## src/rtl/bin2bcd.sv

```systemverilog
// Iterative 7-bit binary to 3-digit BCD converter (double dabble, shift-and-add-3).
// One conversion per request: 7 OP cycles, then a one-cycle DONE pulse with results held on bcd2/bcd1/bcd0.
module bin2bcd (
    input  logic       clk,
    input  logic       reset,
    input  logic       start,
    input  logic [6:0] bin,
    output logic       ready,
    output logic       done_tick,
    output logic [3:0] bcd2,
    output logic [3:0] bcd1,
    output logic [3:0] bcd0
);

    typedef enum logic [1:0] {
        IDLE = 2'b00,
        OP   = 2'b01,
        DONE = 2'b10
    } state_t;

    state_t      state_q, state_d;
    logic [6:0]  shift_q, shift_d;
    logic [3:0]  s2_q, s2_d;
    logic [3:0]  s1_q, s1_d;
    logic [3:0]  s0_q, s0_d;
    logic [2:0]  n_q, n_d;
    logic [3:0]  bcd2_q, bcd2_d;
    logic [3:0]  bcd1_q, bcd1_d;
    logic [3:0]  bcd0_q, bcd0_d;
    logic [18:0] adj_vec_s;
    logic [18:0] shifted_s;

    // A digit of 5 or more would overflow past 9 when doubled, so it is pre-corrected by +3.
    function automatic logic [3:0] dabble_adj(input logic [3:0] d);
        if (d >= 4'd5) begin
            return d + 4'd3;
        end else begin
            return d;
        end
    endfunction

    // Next-state and datapath logic for the IDLE/OP/DONE sequencer.
    always_comb begin
        state_d   = state_q;
        shift_d   = shift_q;
        s2_d      = s2_q;
        s1_d      = s1_q;
        s0_d      = s0_q;
        n_d       = n_q;
        bcd2_d    = bcd2_q;
        bcd1_d    = bcd1_q;
        bcd0_d    = bcd0_q;
        adj_vec_s = {dabble_adj(s2_q), dabble_adj(s1_q), dabble_adj(s0_q), shift_q};
        shifted_s = {adj_vec_s[17:0], 1'b0};

        case (state_q)
            IDLE: begin
                if (start) begin
                    state_d = OP;
                    shift_d = bin;
                    s2_d    = 4'd0;
                    s1_d    = 4'd0;
                    s0_d    = 4'd0;
                    n_d     = 3'd7;
                end else begin
                    state_d = IDLE;
                end
            end
            OP: begin
                s2_d    = shifted_s[18:15];
                s1_d    = shifted_s[14:11];
                s0_d    = shifted_s[10:7];
                shift_d = shifted_s[6:0];
                n_d     = n_q - 3'd1;
                // Last shift: publish the post-shift digits on the same edge that enters DONE.
                if (n_q == 3'd1) begin
                    state_d = DONE;
                    bcd2_d  = shifted_s[18:15];
                    bcd1_d  = shifted_s[14:11];
                    bcd0_d  = shifted_s[10:7];
                end else begin
                    state_d = OP;
                end
            end
            DONE: begin
                state_d = IDLE;
            end
            default: begin
                state_d = IDLE;
            end
        endcase
    end

    // State and datapath registers with synchronous reset taking priority.
    always_ff @(posedge clk) begin
        if (reset) begin
            state_q <= IDLE;
            shift_q <= 7'd0;
            s2_q    <= 4'd0;
            s1_q    <= 4'd0;
            s0_q    <= 4'd0;
            n_q     <= 3'd0;
            bcd2_q  <= 4'd0;
            bcd1_q  <= 4'd0;
            bcd0_q  <= 4'd0;
        end else begin
            state_q <= state_d;
            shift_q <= shift_d;
            s2_q    <= s2_d;
            s1_q    <= s1_d;
            s0_q    <= s0_d;
            n_q     <= n_d;
            bcd2_q  <= bcd2_d;
            bcd1_q  <= bcd1_d;
            bcd0_q  <= bcd0_d;
        end
    end

    assign ready     = (state_q == IDLE);
    assign done_tick = (state_q == DONE);
    assign bcd2      = bcd2_q;
    assign bcd1      = bcd1_q;
    assign bcd0      = bcd0_q;

endmodule

```

## config.mk

```make
export PLATFORM = sky130hd
export DESIGN_NAME = bin2bcd
export DESIGN_NICKNAME = d
export VERILOG_FILES = /design/src/rtl/bin2bcd.sv
export SDC_FILE = /design/constraint.sdc
export NUM_CORES = 1
export LEC_CHECK = 0
export CAP_MARGIN = 40
export CORE_MARGIN = 2
export CORE_UTILIZATION = 53
export CTS_CLUSTER_SIZE = 10
export DETAILED_ROUTE_END_ITERATION = 16
export MAX_ROUTING_LAYER = met4
export PLACE_DENSITY = 0.81
export SLEW_MARGIN = 5
export SYNTH_ARGS = -nofsm -noshare
export SYNTH_HDL_FRONTEND = slang
export SYNTH_SLANG_ARGS = --single-unit
```

## constraint.sdc

```tcl
create_clock -name clk -period 2.1 [get_ports clk]
set_input_delay 0.21 -clock clk [delete_from_list [all_inputs] [get_ports clk]]
set_output_delay 0.21 -clock clk [all_outputs]
set_load 0.02 [all_outputs]
```

; ---- Word-level counts from Yosys, hierarchy flattened
; Cells that the tools add are included.
[word_totals]
ff_bits = 36
inputBits = 10
out_inout_bits = 14
word_cells = 38
[classes]
n_addsub = 4
magnitude_cmp = 3
n_eq_ne = 4
muxes = 14
reduce_logical = 4
[ops]
columns = operator, n
row1 = case mux 4 bit (2 select lines), 3
row2 = case mux 7 bit (2 select lines), 1
row3 = "greater-or-equal comparator 4 x 3 -> 1 bit, second input constant", 3
row4 = 2-to-1 mux 4 bit, 3
row5 = "adder 4 x 2 -> 4 bit, second input constant", 2
row6 = 2-to-1 mux 7 bit, 1
row7 = 2-to-1 mux 3 bit, 2
row8 = case mux 3 bit (2 select lines), 1
row9 = case mux 2 bit (2 select lines), 1
row10 = AND reduction 2 bit, 2
row11 = "adder 3 x 2 -> 3 bit, second input constant", 1
row12 = "== test 3 x 1 -> 1 bit, second input constant", 1
row13 = "subtractor 3 x 1 -> 3 bit, second input constant", 1
row14 = "== test 2 x 1 -> 1 bit, second input constant", 1
row15 = "== test 2 bit, second input constant", 1
row16 = zero test 2 bit, 1
row17 = 2-to-1 mux 2 bit, 1
row18 = "inequality test 2 bit, second input constant", 1
row19 = nonzero test 2 bit, 1
row20 = 2-to-1 mux 1 bit, 1

; ---- Longest topological paths before layout
; Gate-level depths: netlist of the first run.
[logic_depth]
depth_word = 3
depth_mapped = 6

; ---- Worst setup path before layout of the first run
; Ideal clock, no wire load.
[synth_timing]
path_type = reg2reg
start = register s0_q[0]
end = register bcd0_q[2] (netlist: bcd0[2])
t_arrival_ns = 1.424
required_ns = 2.027
path_slack_ns = 0.604
path_stages_with_launch = 7
n_path_buf = 0
synth_period_minus_slack_ns = 1.496
path_cell_list = dfxtp_1 > inv_1 > ha_1 > nor2b_1 > o21ba_1 > mux2_4 > o22ai_2
[synth_via]
elab_chain_cells = 2
word_cells_on_any_way = 3
cone_classes = add/sub (1) / order compare (1) / mux (1)
[synth_rtl]
columns = item, line_no
row1 = "start, declared", 25  ; logic [3:0] s0_q, s0_d;
row2 = "start signal, assigned", 101  ; s0_q <= 4'd0;
row3 = "start signal, assigned", 111  ; s0_q <= s0_d;
row4 = adder 4 x 2 -> 4 bit or greater-or-equal comparator 4 x 3 -> 1 bit (tied branches), "36, 35"
row5 = 2-to-1 mux 4 bit *, 35  ; if (d >= 4'd5) begin
row6 = "end signal, assigned", 105  ; bcd0_q <= 4'd0;
row7 = "end signal, assigned", 115  ; bcd0_q <= bcd0_d;
row8 = "end, declared", 29  ; logic [3:0] bcd0_q, bcd0_d;
; Mark *: on every way between the ends. The rest lies on a longest branch, timed or not.
; A chain may end at the register's enable or synchronous reset.

; ---- Worst setup path in the final report of the first run
[layout_timing]
start = register state_q[1]
end = output done_tick
[layout_via]
elab_chain_cells = 1
[layout_rtl]
columns = item, line_no
row1 = "start, declared", 21  ; state_t state_q, state_d;
row2 = "start signal, assigned", 107  ; state_q <= state_d;
row3 = == test 2 bit, 120  ; assign done_tick = (state_q == DONE);
row4 = "end, declared", 9  ; output logic done_tick,
; No other way between the ends.

==> results.json, run 1 <==
{
  "boundaryPins": 24,
  "netlist_instances": 188,
  "clk_path_buf_depth": 2,
  "coreArea_um2": 3050,
  "synth_area_per_cell_um2": 9.04,
  "rsz0062_at_grt": "false",
  "irDropWorstVdd_mv": 0.324,
  "cp-start-kind": "flop",
  "grt_pass1_vias": 1394,
  "final_antenna_net_count": 0,
  "ctsHoldBuffers": 0,
  "grt_max_degree": 24,
  "drc": 0,
  "syn-num-nets": 206,
  "numPortBuffers": 23,
  "insertedDiodeCount": 0,
  "max_freq_ghz": 0.556,
  "cts_setup_buffers": 0,
  "timing.hold.ws_ns": 0.447,
  "htreeDepth": 2,
  "place_hpwl_um": 2580,
  "die_area_um2": 3680,
  "yosys_warnings": 0,
  "grt.overflow.total": 0,
  "clk_latency_ns": 0.34,
  "netlist_area_um2": 1700,
  "dp_cells": 247,
  "end_kind": "output port",
  "critPathTopFamily": "buffers and inverters",
  "ctsRootBufferMaster": "clkbuf_4",
  "ys_seq_area_share_pct": 42.4,
  "maxSlewHeadroom_pct": 64.0,
  "stdcell_count": 254,
  "die_y_um": 60.6,
  "leakagePower_nw": 0.705,
  "routabilityCongestion": 0.815,
  "ys_seq_elements": 36,
  "wl_um": 3610,
  "arrival_ns": 1.59,
  "setup_viol": 0,
  "p_per_area_nw_per_um2": 626,
  "vias_per_cell": 5.53,
  "cts_resized": 0,
  "final_cell_area_um2": 1990,
  "cts.sinks": 36,
  "via_count": 1405,
  "grt_pass1_wl_um": 5980,
  "antenna_found_initial": 0,
  "layout_commonest_cell": "dfxtp_1",
  "dr.pass1.iters": 4,
  "setup_ws_ns": 0.302,
  "crit_fanout": 9,
  "drive_gt1_share_pct": 11.0,
  "period_minus_slack_ns": 1.80,
  "drt-wirelength-per-cell_um": 14.2,
  "cts_tree": "yes",
  "area_delta_synth_final_pct": 17.1,
  "crit_chain": "and2b_1 -> clkdlybuf4s50_1",
  "criticalPathCategory": "flop to output port",
  "fin_nets": 228,
  "tightest_slew_ns": 0.539,
  "crit_buf_inv": 1,
  "clk_pin_slew_ns": 0.10,
  "die_w_um": 60.6,
  "finalPower_mw": 1.25,
  "cts_buffers": 5,
  "place_area_um2": 1950,
  "finalClockSkew_ns": 0.00343,
  "row_count": 20,
  "drv_cap": 0,
  "grt.total_usage_pct": 22.6,
  "status": "completed",
  "setup_tns_ns": 0,
  "finalMaxSlewViolations": 0,
  "cp_slowest_cell": "clkdlybuf4s50_1",
  "hold_path.class": "input pin to flop",
  "final_hold_viol_count": 0,
  "critPathMaxStageDelay_ns": 0.59,
  "drtIter0Drc": 60,
  "place_ws_ns": 0.444,
  "final_util_pct": 65.2,
  "mostFrequentLayoutCells": "dfxtp_1 (36), nor2_1 (23), clkdlybuf4s50_1 (23)",
  "period_share_pct": 85.6,
  "start_util_pct": 55.7,
  "worstPathRequired_ns": 1.89,
  "ys_types": 35
}
==> path summary, 6_finish.rpt <==
kind              startpoint    endpoint  slack (ns)  depth (start not counted)
hold reg to reg   shift_q[0]  shift_q[1]        0.49                          2
setup / recovery  state_q[1]   done_tick        0.30                          2
setup reg to reg     s0_q[0]     bcd0[2]        0.41                          6
hold / removal        bin[1]  shift_q[1]        0.45                          3
==> final cells by class <==
cell class | instances | area (um^2)
multi-input cells | 129 | 865
fillers | 277 | 1060
inverters | 10 | 37.5
clock buffers | 6 | 41.3
well taps | 44 | 55.1
clock inverters | 1 | 5.00
repair buffers | 28 | 268
flip-flops and latches | 36 | 721
==> registers in the layout (all words and copies together) (netlist names) <==
register	flops
s1_q	4
bcd0	4
s0_q	4
bcd2	4
state_q	2
n_q	3
s2_q	4
shift_q	7
bcd1	4
==> tightest hold or removal path: stages <==
cell and delay (ns):
clkdlybuf4s50_1 0.40, nand2_1 0.06, a311oi_1 0.08
==> Yosys cell counts, drive strengths merged <==
cell type  instances  area share, %
o32ai              6            3.1
a211oi             4            1.8
a32oi              1           0.52
or3                1           0.37
nor3b              2           0.88
and2b              2           0.88
dfxtp             36             42
clkbuf             5            1.2
nor2b              1           0.37
nand2             17            3.8
nor2              24            5.4
ha                 8            5.9
nand2b            10            3.7
a311oi             8            4.1
o22ai              6            4.4
nand3              3           0.88
a21oi              9            2.6
o21ba              1           0.59
nand3b             4            2.0
xnor2              3            1.5
nor3               4            1.2
a221oi             1           0.88
o21ai              8            2.4
buf                8            3.4
a22oi              1           0.44
mux2               3            2.2
mux2i              1           0.59
or2                1           0.37
inv               10            2.2
==> cells by family after synthesis <==
family / count (synthesis) / synth area share, %
compound gates: 45 / 20.8
xor+xnor: 3 / 1.55
fa+ha+maj: 8 / 5.89
buf+inv: 23 / 6.77
flops: 36 / 42.4
mux: 4 / 2.80
simple gates: 69 / 19.8
==> report_power, final <==
part | total, mW | internal (mW) | switching (mW)
Combinational | 0.174 | 0.0757 | 0.0981
Clock | 0.343 | 0.123 | 0.219
Sequential | 0.730 | 0.711 | 0.0193
Total | 1.25 | 0.909 | 0.337
==> routing by layer <==
metal  share of wire (%)  GRT usage, %  up-vias
met4                 1.4          10.9        0
met3                 3.8          4.26        5
li1                    -             -      699
met1                  45          25.4      675
met5                   0             -        -
met2                  50          38.6       26
No activity file was read; power rests on OpenSTA's default activity.
==> run 2: changes to the inputs <==
--- a/config.mk
+++ b/config.mk
@@ -7,11 +7,11 @@
 export LEC_CHECK = 0
 export CAP_MARGIN = 40
 export CORE_MARGIN = 2
-export CORE_UTILIZATION = 53
+export CORE_UTILIZATION = 50
 export CTS_CLUSTER_SIZE = 10
 export DETAILED_ROUTE_END_ITERATION = 16
 export MAX_ROUTING_LAYER = met4
-export PLACE_DENSITY = 0.81
+export PLACE_DENSITY = 0.77
 export SLEW_MARGIN = 5
 export SYNTH_ARGS = -nofsm -noshare
 export SYNTH_HDL_FRONTEND = slang
==> results.json, run 2 (same netlist as run 1, synthesis figures left out) <==
{
  "ctsHoldBuffers": 0,
  "drtIter0Drc": 108,
  "crit_buf_inv": 1,
  "cts_tree": "yes",
  "routabilityCongestion": 0.758,
  "ctsRootBufferMaster": "clkbuf_4",
  "grt.overflow.total": 0,
  "place_ws_ns": 0.462,
  "max_flop_register": "shift_q",
  "clk_pin_slew_ns": 0.11,
  "row_count": 21,
  "cts.sinks": 36,
  "irDropWorstVdd_mv": 0.409,
  "critPathTopFamily": "buffers and inverters",
  "place_area_um2": 1940,
  "drv_cap": 0,
  "tightest_slew_ns": 0.595,
  "via_count": 1410,
  "rsz0062_at_grt": "false",
  "grt_pass1_wl_um": 5600,
  "crit_chain": "and2b_1 -> clkdlybuf4s50_1",
  "mostFrequentLayoutCells": "dfxtp_1 (36), nor2_1 (23), clkdlybuf4s50_1 (23)",
  "vias_per_cell": 5.53,
  "setup_viol": 0,
  "grt.total_usage_pct": 18.8,
  "place_hpwl_um": 2390,
  "clk_latency_ns": 0.34,
  "cp_slowest_cell": "clkdlybuf4s50_1",
  "worstPathRequired_ns": 1.89,
  "die_area_um2": 3880,
  "dr.pass1.iters": 4,
  "leakagePower_nw": 0.710,
  "die_y_um": 62.3,
  "cts_setup_buffers": 0,
  "dp_cells": 248,
  "antenna_found_initial": 0,
  "hold_path.class": "input pin to flop",
  "fillCellCount": 301,
  "stdcell_count": 255,
  "largest_register_ffs": 7,
  "cts_resized": 0,
  "period_minus_slack_ns": 1.80,
  "area_delta_synth_final_pct": 18.0,
  "fin_nets": 227,
  "finalClockSkew_ns": 0.00857,
  "final_antenna_net_count": 0,
  "p_per_area_nw_per_um2": 651,
  "boundaryPins": 24,
  "arrival_ns": 1.59,
  "setup_tns_ns": 0,
  "layout_commonest_cell": "dfxtp_1",
  "max_freq_ghz": 0.556,
  "coreArea_um2": 3310,
  "start_util_pct": 51.4,
  "die_w_um": 62.3,
  "final_cell_area_um2": 2010,
  "finalPower_mw": 1.31,
  "insertedDiodeCount": 0,
  "cp-start-kind": "flop",
  "crit_fanout": 9,
  "htreeDepth": 2,
  "wl_um": 3400,
  "end_kind": "output port",
  "status": "completed",
  "clk_path_buf_depth": 2,
  "finalMaxSlewViolations": 0,
  "grt_max_degree": 22,
  "setup_ws_ns": 0.303,
  "drive_gt1_share_pct": 11.0,
  "reg2reg_slack_ns": 0.45,
  "cts_buffers": 5,
  "drc": 0,
  "criticalPathCategory": "flop to output port",
  "grt_pass1_vias": 1264,
  "drt-wirelength-per-cell_um": 13.3,
  "period_share_pct": 85.6,
  "final_hold_viol_count": 0,
  "numPortBuffers": 23,
  "timing.hold.ws_ns": 0.439,
  "critPathMaxStageDelay_ns": 0.60,
  "final_util_pct": 60.6,
  "maxSlewHeadroom_pct": 60.3
}
[run 2: cell types whose count changed in the layout (fill, tap and decap cells not counted)]
cell and change:
clkbuf_1 -1, clkbuf_8 +2, clkinv_2 -1, buf_4 -1
[run 2: worst paths after layout]
| path | from | end | cells after the start |
|---|---|---|---|
| setup / recovery | state_q[1] | done_tick | 2 |
| hold / removal | bin[4] | shift_q[4] | 3 |
| setup reg to reg | s1_q[0] | bcd1[2] | 6 |
| hold reg to reg | shift_q[4] | shift_q[5] | 2 |
[run 2: power breakdown]
part           leakage, nW  switching, mW  internal [mW]  total (mW)
logic                0.379         0.0971         0.0731       0.170
clock network       0.0374          0.218          0.190       0.408
registers            0.293         0.0180          0.710       0.729
total                0.710          0.333          0.973        1.31
[run 2: area by class of cell]
| cell class | instances | area [um^2] | share of cell area (%) |
|---|---|---|---|
| multi-input cells | 129 | 865 | 43.1 |
| flip-flops and latches | 36 | 721 | 35.9 |
| repair buffers | 27 | 260 | 13.0 |
| clock buffers | 7 | 65.1 | 3.24 |
| well taps | 46 | 57.6 | 2.87 |
| inverters | 10 | 37.5 | 1.87 |
[run 2: per-layer routing]
layer / GRT usage, % / routed length (um) / share of wire (%) / vias to the layer above
li1: - / - / - / 700
met1: 21.3 / 1550 / 46 / 677
met2: 30.8 / 1660 / 49 / 24
met3: 5.25 / 103 / 3.0 / 9
met4: 8.89 / 82 / 2.4 / 0
met5: - / 0 / 0 / -
[run 2: worst min-delay path: stages]
cell             delay, ns
clkdlybuf4s50_1       0.40
nand2_1               0.05
a311oi_1              0.08
